`src/rtl/sec_steer_msa_burst.sv`:
```
// Purpose : steers a repeated Mvid symbol or one complete, double-buffered MSA burst onto the DP TX lane buses.
// Latency : 1 cycle from the decoded blanking state to the registered lane data and status.
// Backpress: none; the blanking steering state paces the burst, and MSA loads during a burst go to a shadow buffer.
//
// Ports:
//   clk, rst_n                   clock, asynchronous active-low reset
//   td_lane_count, td_vld_data   lane count code (00=1, 01=2, 11=4) and its sample strobe
//   msa_symbols, msa_vld         packed MSA image (symbol 0 in the MSBs) and its load strobe
//   blank_state                  per-lane steering state, 2 bits per lane (00 idle, 01 Mvid, 10 MSA)
//   sec_lane_data, sec_lane_vld  steered symbols (lane k at bits [SYMB_W*(k+1)-1:SYMB_W*k]) and their valid
//   msa_busy, msa_done, msa_abort  burst status; done and abort are single-cycle pulses
module sec_steer_msa_burst #(
    parameter int MAX_LANES = 4,
    parameter int SYMB_W    = 8,
    parameter int NUM_SYMB  = 36,
    parameter int MVID_IDX  = 2
) (
    input  logic                          clk,
    input  logic                          rst_n,
    input  logic [1:0]                    td_lane_count,
    input  logic                          td_vld_data,
    input  logic [NUM_SYMB*SYMB_W-1:0]    msa_symbols,
    input  logic                          msa_vld,
    input  logic [MAX_LANES*2-1:0]        blank_state,
    output logic [MAX_LANES*SYMB_W-1:0]   sec_lane_data,
    output logic                          sec_lane_vld,
    output logic                          msa_busy,
    output logic                          msa_done,
    output logic                          msa_abort
);

    localparam int B  = NUM_SYMB / MAX_LANES;   // symbols per lane block
    localparam int CW = $clog2(NUM_SYMB + 1);
    localparam int DW = NUM_SYMB * SYMB_W;
    localparam int LW = MAX_LANES * SYMB_W;

    typedef enum logic [1:0] {S_IDLE, S_MVID, S_SEND, S_HOLD} state_t;

    state_t          state_q;
    logic [DW-1:0]   active_q;
    logic [DW-1:0]   shadow_q;
    logic            pending_q;
    logic [1:0]      lane_cnt_q;
    logic [2:0]      burst_l_q;
    logic [CW-1:0]   cnt_q;

    logic [2:0]      cur_l;
    logic            l_ok;
    logic            same;
    logic [1:0]      dec;
    logic [2:0]      beat_l;
    logic [CW-1:0]   beat_t;
    logic [LW-1:0]   beat_dat;
    logic [LW-1:0]   mvid_dat;
    logic            is_last;
    logic            send_exit;
    int              idx;

    function automatic logic [2:0] lanes_of(input logic [1:0] code);
        case (code)
            2'b00:   lanes_of = 3'd1;
            2'b01:   lanes_of = 3'd2;
            2'b11:   lanes_of = 3'd4;
            default: lanes_of = 3'd0;
        endcase
    endfunction

    function automatic logic [CW-1:0] last_beat(input logic [2:0] l);
        case (l)
            3'd1:    last_beat = CW'(NUM_SYMB - 1);
            3'd2:    last_beat = CW'(NUM_SYMB / 2 - 1);
            default: last_beat = CW'(NUM_SYMB / 4 - 1);
        endcase
    endfunction

    // Decoded steering state: only lanes below the current lane count vote,
    // and any disagreement, reserved code or illegal lane count means idle.
    always_comb begin
        cur_l = lanes_of(lane_cnt_q);
        l_ok  = (cur_l != 3'd0) && (int'(cur_l) <= MAX_LANES);
        same  = 1'b1;
        for (int k = 1; k < MAX_LANES; k++) begin
            if (k < int'(cur_l) && blank_state[2*k +: 2] != blank_state[1:0]) begin
                same = 1'b0;
            end
        end
        dec = 2'b00;
        if (l_ok && same && blank_state[1:0] != 2'b11) begin
            dec = blank_state[1:0];
        end
    end

    // Beat selection: outside SEND this is beat 0 at the current lane count,
    // which is what gets driven on the edge that starts a burst.
    always_comb begin
        beat_l   = (state_q == S_SEND) ? burst_l_q : cur_l;
        beat_t   = (state_q == S_SEND) ? cnt_q : '0;
        beat_dat = '0;
        mvid_dat = '0;
        idx      = 0;
        for (int l = 0; l < MAX_LANES; l++) begin
            if (l < int'(beat_l)) begin
                idx = (int'(beat_t) / B) * int'(beat_l) + l;
                idx = idx * B + int'(beat_t) % B;
                if (idx < NUM_SYMB) begin
                    beat_dat[l*SYMB_W +: SYMB_W] = active_q[(NUM_SYMB-1-idx)*SYMB_W +: SYMB_W];
                end
            end
            if (l < int'(cur_l)) begin
                mvid_dat[l*SYMB_W +: SYMB_W] = active_q[(NUM_SYMB-1-MVID_IDX)*SYMB_W +: SYMB_W];
            end
        end
        is_last   = (beat_t == last_beat(beat_l));
        send_exit = (state_q == S_SEND) && ((dec != 2'b10) || is_last);
    end

    // Double buffer: loads during a burst are parked in the shadow and promoted
    // when the burst ends; a load coinciding with the exit edge is the newest and wins.
    always_ff @(posedge clk or negedge rst_n) begin
        if (!rst_n) begin
            active_q  <= '0;
            shadow_q  <= '0;
            pending_q <= 1'b0;
        end else if (state_q != S_SEND) begin
            if (msa_vld) begin
                active_q <= msa_symbols;
            end
        end else if (send_exit) begin
            if (msa_vld) begin
                active_q <= msa_symbols;
            end else if (pending_q) begin
                active_q <= shadow_q;
            end
            pending_q <= 1'b0;
        end else if (msa_vld) begin
            shadow_q  <= msa_symbols;
            pending_q <= 1'b1;
        end
    end

    always_ff @(posedge clk or negedge rst_n) begin
        if (!rst_n) begin
            state_q       <= S_IDLE;
            lane_cnt_q    <= 2'b00;
            burst_l_q     <= 3'd0;
            cnt_q         <= '0;
            sec_lane_data <= '0;
            sec_lane_vld  <= 1'b0;
            msa_busy      <= 1'b0;
            msa_done      <= 1'b0;
            msa_abort     <= 1'b0;
        end else begin
            if (td_vld_data) begin
                lane_cnt_q <= td_lane_count;
            end
            msa_done  <= 1'b0;
            msa_abort <= 1'b0;
            if (dec == 2'b10 && state_q != S_HOLD) begin
                // Start or continue a burst.
                sec_lane_data <= beat_dat;
                sec_lane_vld  <= 1'b1;
                msa_busy      <= 1'b1;
                if (state_q != S_SEND) begin
                    burst_l_q <= cur_l;
                end
                if (is_last) begin
                    msa_done <= 1'b1;
                    cnt_q    <= '0;
                    state_q  <= S_HOLD;
                end else begin
                    cnt_q   <= beat_t + 1'b1;
                    state_q <= S_SEND;
                end
            end else if (state_q == S_SEND) begin
                // Steering left MSA before the final beat.
                msa_abort     <= 1'b1;
                sec_lane_data <= '0;
                sec_lane_vld  <= 1'b0;
                msa_busy      <= 1'b0;
                cnt_q         <= '0;
                state_q       <= (dec == 2'b01) ? S_MVID : S_IDLE;
            end else if (dec == 2'b10) begin
                // HOLD: one burst per blanking entry.
                sec_lane_data <= '0;
                sec_lane_vld  <= 1'b0;
                msa_busy      <= 1'b0;
            end else if (dec == 2'b01) begin
                sec_lane_data <= mvid_dat;
                sec_lane_vld  <= 1'b1;
                msa_busy      <= 1'b0;
                state_q       <= S_MVID;
            end else begin
                sec_lane_data <= '0;
                sec_lane_vld  <= 1'b0;
                msa_busy      <= 1'b0;
                state_q       <= S_IDLE;
            end
        end
    end

endmodule
```
`config.mk`:
```
export PLATFORM = sky130hd
export DESIGN_NAME = sec_steer_msa_burst
export DESIGN_NICKNAME = d
export VERILOG_FILES = /design/src/rtl/sec_steer_msa_burst.sv
export SDC_FILE = /design/constraint.sdc
export NUM_CORES = 2
export LEC_CHECK = 0
export BUFFER_PORTS_ARGS = -buffer_cell sky130_fd_sc_hd__buf_2
export CAP_MARGIN = 0
export CELL_PAD_IN_SITES_DETAIL_PLACEMENT = 0
export CELL_PAD_IN_SITES_GLOBAL_PLACEMENT = 1
export CORE_MARGIN = 10
export CORE_UTILIZATION = 49
export DETAILED_ROUTE_END_ITERATION = 6
export GPL_TIMING_DRIVEN = 1
export PLACE_DENSITY_LB_ADDON = 0.15
export SETUP_SLACK_MARGIN = 0.05
export SYNTH_ARGS = -nofsm -noshare
export SYNTH_HDL_FRONTEND = slang
export SYNTH_SLANG_ARGS = --single-unit
```
`constraint.sdc`:
```
create_clock -name clk -period 11.3 [get_ports clk]
set_input_delay 2.825 -clock clk [delete_from_list [all_inputs] [get_ports clk]]
set_output_delay 2.825 -clock clk [all_outputs]
set_load 0.02 [all_outputs]
```
# ---- Yosys cells after proc, flatten, opt, wreduce, memory -nomap -nowiden
# Cells that the tools add are included.
dict set report classes {
  n_eq_ne 18
  bitwise 2
  mul 5
  n_mux 48
  addsub 12
  reduce_logical 18
  n_lt_le_gt_ge 13
  div 2
  shifts 4
}
# op n
set op_table {}
lappend op_table {{two-way mux 288 bit} 5}
lappend op_table {{variable part select 288 x 32 -> 8 bit} 4}
lappend op_table {{adder 32 bit} 4}
lappend op_table {{less-than comparator 32 x 7 -> 1 bit (second input constant)} 4}
lappend op_table {{multiplier 32 x 5 -> 32 bit (second input constant)} 4}
lappend op_table {{two-way mux 32 bit} 4}
lappend op_table {{subtractor 7 x 29 -> 29 bit (first input constant)} 4}
lappend op_table {{two-way mux 8 bit} 12}
lappend op_table {{adder 32 x 3 -> 32 bit (second input constant)} 2}
lappend op_table {{adder 32 x 2 -> 32 bit (second input constant)} 1}
lappend op_table {{divider 7 x 5 -> 32 bit (second input constant)} 1}
lappend op_table {{modulo 7 x 5 -> 32 bit (second input constant)} 1}
lappend op_table {{multiplier 32 x 4 -> 32 bit} 1}
lappend op_table {{two-way mux 6 bit} 4}
lappend op_table {{two-way mux 1 bit} 16}
lappend op_table {{less-than comparator 1 x 3 -> 1 bit (first input constant)} 4}
lappend op_table {{less-than comparator 2 x 3 -> 1 bit (first input constant)} 4}
lappend op_table {{case mux 6 bit (2 select lines)} 1}
lappend op_table {{!= test 2 bit (second input constant)} 5}
lappend op_table {{case mux 3 bit (3 select lines)} 1}
lappend op_table {{logical AND 1 bit} 8}
lappend op_table {{two-way mux 2 bit} 4}
lappend op_table {{adder 6 x 1 -> 6 bit (second input constant)} 1}
lappend op_table {{== test 2 bit (second input constant)} 3}
lappend op_table {{16 further kinds} 24}
dict set report word_totals {
  ff_bits 626
  wordCells 134
  out_inout_bits 36
}

# ---- Logic depth before layout (Yosys ltp)
dict set report logic_depth {
  depth_word 15
  ltp_mapped 50
  depth_no_buf 46
}

# ---- Worst setup path before layout
# OpenSTA, ideal clock, no wires.
dict set report synth_timing {
  path_type {reg-to-reg}
  start {reg state_q[0]}
  end {reg sec_lane_data[30]}
  path_stages_with_launch 48
  arrival_time_ns 10.336
  n_path_buf 3
  setup_time_ns 0.122
  setup_slack_ns 0.842
  period_less_slack_ns 10.458
  cell_sequence {dfrtp_1 and2b_1 buf_2 buf_1 nand2_1 ha_1 o31ai_1 xnor2_1 nand2_1 ha_1 o211ai_1 and3_1 a21oi_4 nor2_1 clkbuf_1 xnor2_1 ha_1 nand2_1 (+12 left out) nor2_1 xor2_1 ha_1 ha_1 inv_1 fa_1 inv_1 ha_1 nor2b_1 nor3_1 o21bai_1 a21oi_1 o21ai_0 o41ai_1 mux2i_1 o2bb2ai_1 a41o_1 a32o_1}
}
dict set report synth_via {
  elab_chain_len 12
  word_cells_on_any_way 19
  classes_between {add/sub: 3; mul: 2; div: 2; order compare: 2; eq/ne: 2; shift: 1; mux: 6; reduce/logical: 1}
}
# element line_no
set synth_lines {}
lappend synth_lines {{start, declared} 39} ;# state_t state_q;
lappend synth_lines {{start signal, assigned} 181} ;# state_q <= (dec == 2'b01) ? S_MVID : S_IDLE;
lappend synth_lines {{== test 2 bit} {96, 97, 174}}
lappend synth_lines {{two-way mux 6 bit} 97} ;# beat_t = (state_q == S_SEND) ? cnt_q : '0;
lappend synth_lines {{divider 7 x 5 -> 32 bit} 103} ;# idx = (int'(beat_t) / B) * int'(beat_l) + l;
lappend synth_lines {{multiplier 32 x 4 -> 32 bit} 103}
lappend synth_lines {{adder 32 x 3 -> 32 bit} 103}
lappend synth_lines {{multiplier 32 x 5 -> 32 bit} 104} ;# idx = idx * B + int'(beat_t) % B;
lappend synth_lines {{adder 32 bit} 104}
lappend synth_lines {{subtractor 7 x 29 -> 29 bit} 106} ;# beat_dat[l*SYMB_W +: SYMB_W] = active_q[(NUM_SYMB-1-idx)*SYMB_W +: SYMB_W];
lappend synth_lines {{variable part select 288 x 32 -> 8 bit} 106}
lappend synth_lines {{two-way mux 8 bit} 105} ;# if (idx < NUM_SYMB) begin
lappend synth_lines {{two-way mux 8 bit} 102} ;# if (l < int'(beat_l)) begin
lappend synth_lines {{two-way mux 32 bit *} 158} ;# if (dec == 2'b10 && state_q != S_HOLD) begin
lappend synth_lines {{end signal, assigned} 160} ;# sec_lane_data <= beat_dat;
lappend synth_lines {{end signal, assigned} 188} ;# sec_lane_data <= mvid_dat;
lappend synth_lines {{end, declared} 25} ;# output logic [MAX_LANES*SYMB_W-1:0] sec_lane_data,
# Mark *: on every way between the ends. The rest lies on a longest branch, timed or not.
# A chain may end at the register's enable or synchronous reset.

# ---- Worst setup path in the final report
dict set report layout_timing {
  start {reg state_q[1]}
  end {reg sec_lane_data[11]}
}
dict set report layout_via {
  elab_chain_len 12
  word_cells_on_any_way 19
  classes_between {add/sub: 3; mul: 2; div: 2; order compare: 2; eq/ne: 2; shift: 1; mux: 6; reduce/logical: 1}
}
# element line_no
set layout_lines {}
lappend layout_lines {{== test 2 bit} {96, 97, 174}}
lappend layout_lines {{two-way mux 6 bit} 97}
lappend layout_lines {{divider 7 x 5 -> 32 bit} 103}
lappend layout_lines {{multiplier 32 x 4 -> 32 bit} 103}
lappend layout_lines {{adder 32 x 2 -> 32 bit} 103}
lappend layout_lines {{multiplier 32 x 5 -> 32 bit} 104}
lappend layout_lines {{adder 32 bit} 104}
lappend layout_lines {{subtractor 7 x 29 -> 29 bit} 106}
lappend layout_lines {{variable part select 288 x 32 -> 8 bit} 106}
lappend layout_lines {{two-way mux 8 bit} 105}
lappend layout_lines {{two-way mux 8 bit} 102}
lappend layout_lines {{two-way mux 32 bit *} 158}
# Marked as above.

==> results.py <==
metrics = {
    "run_status": {
        "status": "completed",
    },
    "cells_and_area": {
        "design_area_um2": 45600,
        "nNetsFinal": 4454,
        "diodes": 0,
        "final_common_cell": "nand2_1",
        "area_growth_pct": 13.0,
        "nFillCells": 7156,
        "final_cell_mix": "nand2_1, dfrtp_1, nor2_1",
        "post-route-util_pct": 55.7,
        "drive_gt1_share_pct": 29.4,
    },
    "sta": {
        "slew_violations": 0,
        "fmax_mhz": 97.1,
        "hold_violations": 0,
        "setup_viol": 0,
        "period_share_pct": 91.1,
        "tightest_slew_ps": 1110,
        "fin_hold_ws_ps": 505,
        "slew_headroom_pct": 25.5,
        "final.min_clock_period_ps": 10300,
        "finalSetupTns_ps": 0,
        "rsz0062_at_grt": "no",
        "clock_skew_ps": 48.5,
    },
    "pwr": {
        "pwr-share-seq_pct": 44.1,
        "clkPwrFrac_pct": 38.7,
        "p_leak_nw": 20.7,
        "peakVddDrop_mv": 0.124,
        "power_switching_w": 0.00186,
        "swShare_pct": 29.2,
        "comb_power_share_pct": 17.2,
        "intPower_w": 0.00452,
        "cellPowerDensity_nw_per_um2": 140,
    },
    "synth": {
        "synth-seq-area-share_pct": 38.8,
        "synth_top_flop_cell": "dfrtp_1",
        "synth-warning-count": 0,
        "synthTopCellsByArea": "dfrtp_1, mux4_2, mux2_2",
        "syn_area_per_cell_um2": 10.7,
        "synthArstFlopShare_pct": 100,
        "synth_edf_count": 0,
        "yosysTopAreaCell": "dfrtp_1",
        "syn_area_um2": 40400,
        "synth_top_area_share_pct": 38.8,
        "ys_types": 95,
        "synth_seq_cells": 626,
        "synthCells": 3768,
    },
    "detailed_routing": {
        "drt-total-wl_um": 132000,
        "drtIter0Drc": 3329,
        "first_pass_iters": 6,
        "num_vias": 32100,
        "routedWlPerCell_um": 25.9,
        "drc": 0,
        "postRouteAntennaNets": 0,
        "viasPerCell": 6.28,
    },
    "floorplanning": {
        "fp.dieW_um": 307,
        "design.core.area_um2": 81800,
        "initial_utilization_pct": 49.3,
        "pin_count": 338,
        "dieArea_um2": 94200,
        "rows": 105,
        "fp.dieH_um": 307,
    },
    "clocking": {
        "clk_pin_slew_ps": 60,
        "worstSkewPairLatency_ps": 650,
        "root_buffer": "clkbuf_16",
        "hold_buffers": 0,
        "cts_inserted_buffers": 73,
        "htreeDepth": 3,
        "post-cts-setup-buffer-count": 0,
        "cts_max_path_buffers": 3,
        "clock_sinks": 626,
        "cts_tree": "done",
    },
    "worst_setup_path": {
        "critPathRequiredTime_ps": 11860,
        "cp-end-kind": "flop",
        "slowest_stage": "fa_2",
        "r2r_setup_slack_ps": 1000,
        "critPathMaxFanout": 12,
        "critPathKind": "flop to flop",
        "crit_arrival_ps": 10850,
        "critPathMaxStageDelay_ps": 730,
        "startpoint_type": "flop",
        "crit_top_cell": "ha_1",
    },
    "placed_design": {
        "placed_cell_area_um2": 43000,
        "io_buffers": 337,
        "place_hpwl_um": 95400,
        "gp_congestion": 0.934,
    },
    "grt": {
        "track_usage_pct": 27.7,
        "grt_first_pass_wirelength_um": 200000,
        "overflow": 0,
        "grt_util_met2_pct": 43.6,
        "antenna_found_initial": 11,
        "grt.busiest_layer": "met2",
        "use_met1_pct": 37.4,
        "use_met3_pct": 5.89,
        "first_global_vias": 31200,
        "grt_max_degree": 234,
    },
    "job": {
        "maxCapViolCount": 0,
    },
    "min_path": {
        "hold_class": "flop to flop",
    },
}
## timing repair
action                                 in CTS  in global routing
gates resized for setup                     0                  3
endpoints found under the hold margin       0                  0
setup endpoints to repair                   0                 32
## path summary, 6_finish.rpt
| path | depth (start not counted) | from | endpoint |
|---|---|---|---|
| max | 43 | state_q[1] | sec_lane_data[11] |
| min | 1 | shadow_q[217] | shadow_q[217] |
| max reg2reg | 43 | state_q[1] | sec_lane_data[11] |
| min reg2reg | 1 | shadow_q[217] | shadow_q[217] |
| max in group asynchronous | 3 | rst_n | shadow_q[206] |
| min in group asynchronous | 1 | rst_n | cnt_q[4] |
## critical path, delay by kind of cell (launching register included)
kind | cells | cell delay, ps
flops | 1 | 460
compound gates | 17 | 3680
xor+xnor | 3 | 540
fa+ha+maj | 11 | 3710
simple gates | 11 | 1790
buf+inv | 1 | 60
## metal layers
layer,up-vias,part of all wire (%),routed length [um]
li1,14200,-,-
met1,16200,41,54800
met2,1322,47,61700
met3,269,8.0,10600
met4,22,3.8,5010
met5,-,0.20,263
## through the flow
stage                     power [W]  setup WS (ps)  instances
final                       0.00638           1000       5103
after floorplan             0.00344            842       3773
after CTS                   0.00640            466       5103
after global routing        0.00662           94.0       5103
after global placement      0.00390            812       4970
after detailed placement    0.00393            478       4970
## synthesized netlist by cell type, types with 13 or more instances
cell / count
a21oi_1: 67
a31oi_1: 302
mux2_2: 294
nor3_1: 21
inv_1: 119
a211oi_1: 29
nand2_1: 655
dfrtp_1: 626
clkbuf_1: 231
a21o_1: 17
ha_1: 153
mux2i_1: 47
and2_1: 20
nand2b_1: 13
fa_1: 24
nor2b_1: 20
xnor2_1: 40
nor2_1: 381
o21ai_0: 91
mux4_2: 330
nand3_1: 53
buf_1: 36
a22o_1: 22
## cell families (layout without fill, tap and decap cells)
kind of cell             count (synthesis)  after routing  share of synthesized area, %
buffers and inverters                  398            658                          3.77
other                                    1              6                       0.00929
AND/OR/NAND/NOR                       1218           1218                          12.4
flip-flops                             626            626                          38.8
XOR/XNOR                                51             51                          1.11
AO/OA/AOI/OAI                          625            625                          10.1
multiplexers                           672            672                          27.8
adder cells (fa/ha/maj)                177            177                          5.93
## state kept, by name, summed over array words and instances, names as in the netlist, 2 cells and up
signal and flops:
burst_l_q 3, cnt_q 6, active_q 288, lane_cnt_q 2, shadow_q 288, sec_lane_data 32
state_q 2
## power by group through the flow
stage	registers, W	clock network [W]	logic [W]
after floorplan	0.00270	0	0.000747
after global placement	0.00283	0	0.00107
after detailed placement	0.00284	0	0.00108
after CTS	0.00281	0.00251	0.00109
after global routing	0.00284	0.00260	0.00118
final	0.00281	0.00247	0.00110
## cell type report
type,count,area [um2],area share (%)
Tap cell,1070,1340,2.94
Multi-Input combinational cell,2749,23300,51.1
Clock buffer,110,2180,4.77
Sequential cell,626,15700,34.4
Timing Repair Buffer,403,2300,5.06
Clock inverter,23,360,0.790
Inverter,122,458,1.00
Note: power is estimated with default switching activity, not from simulation.
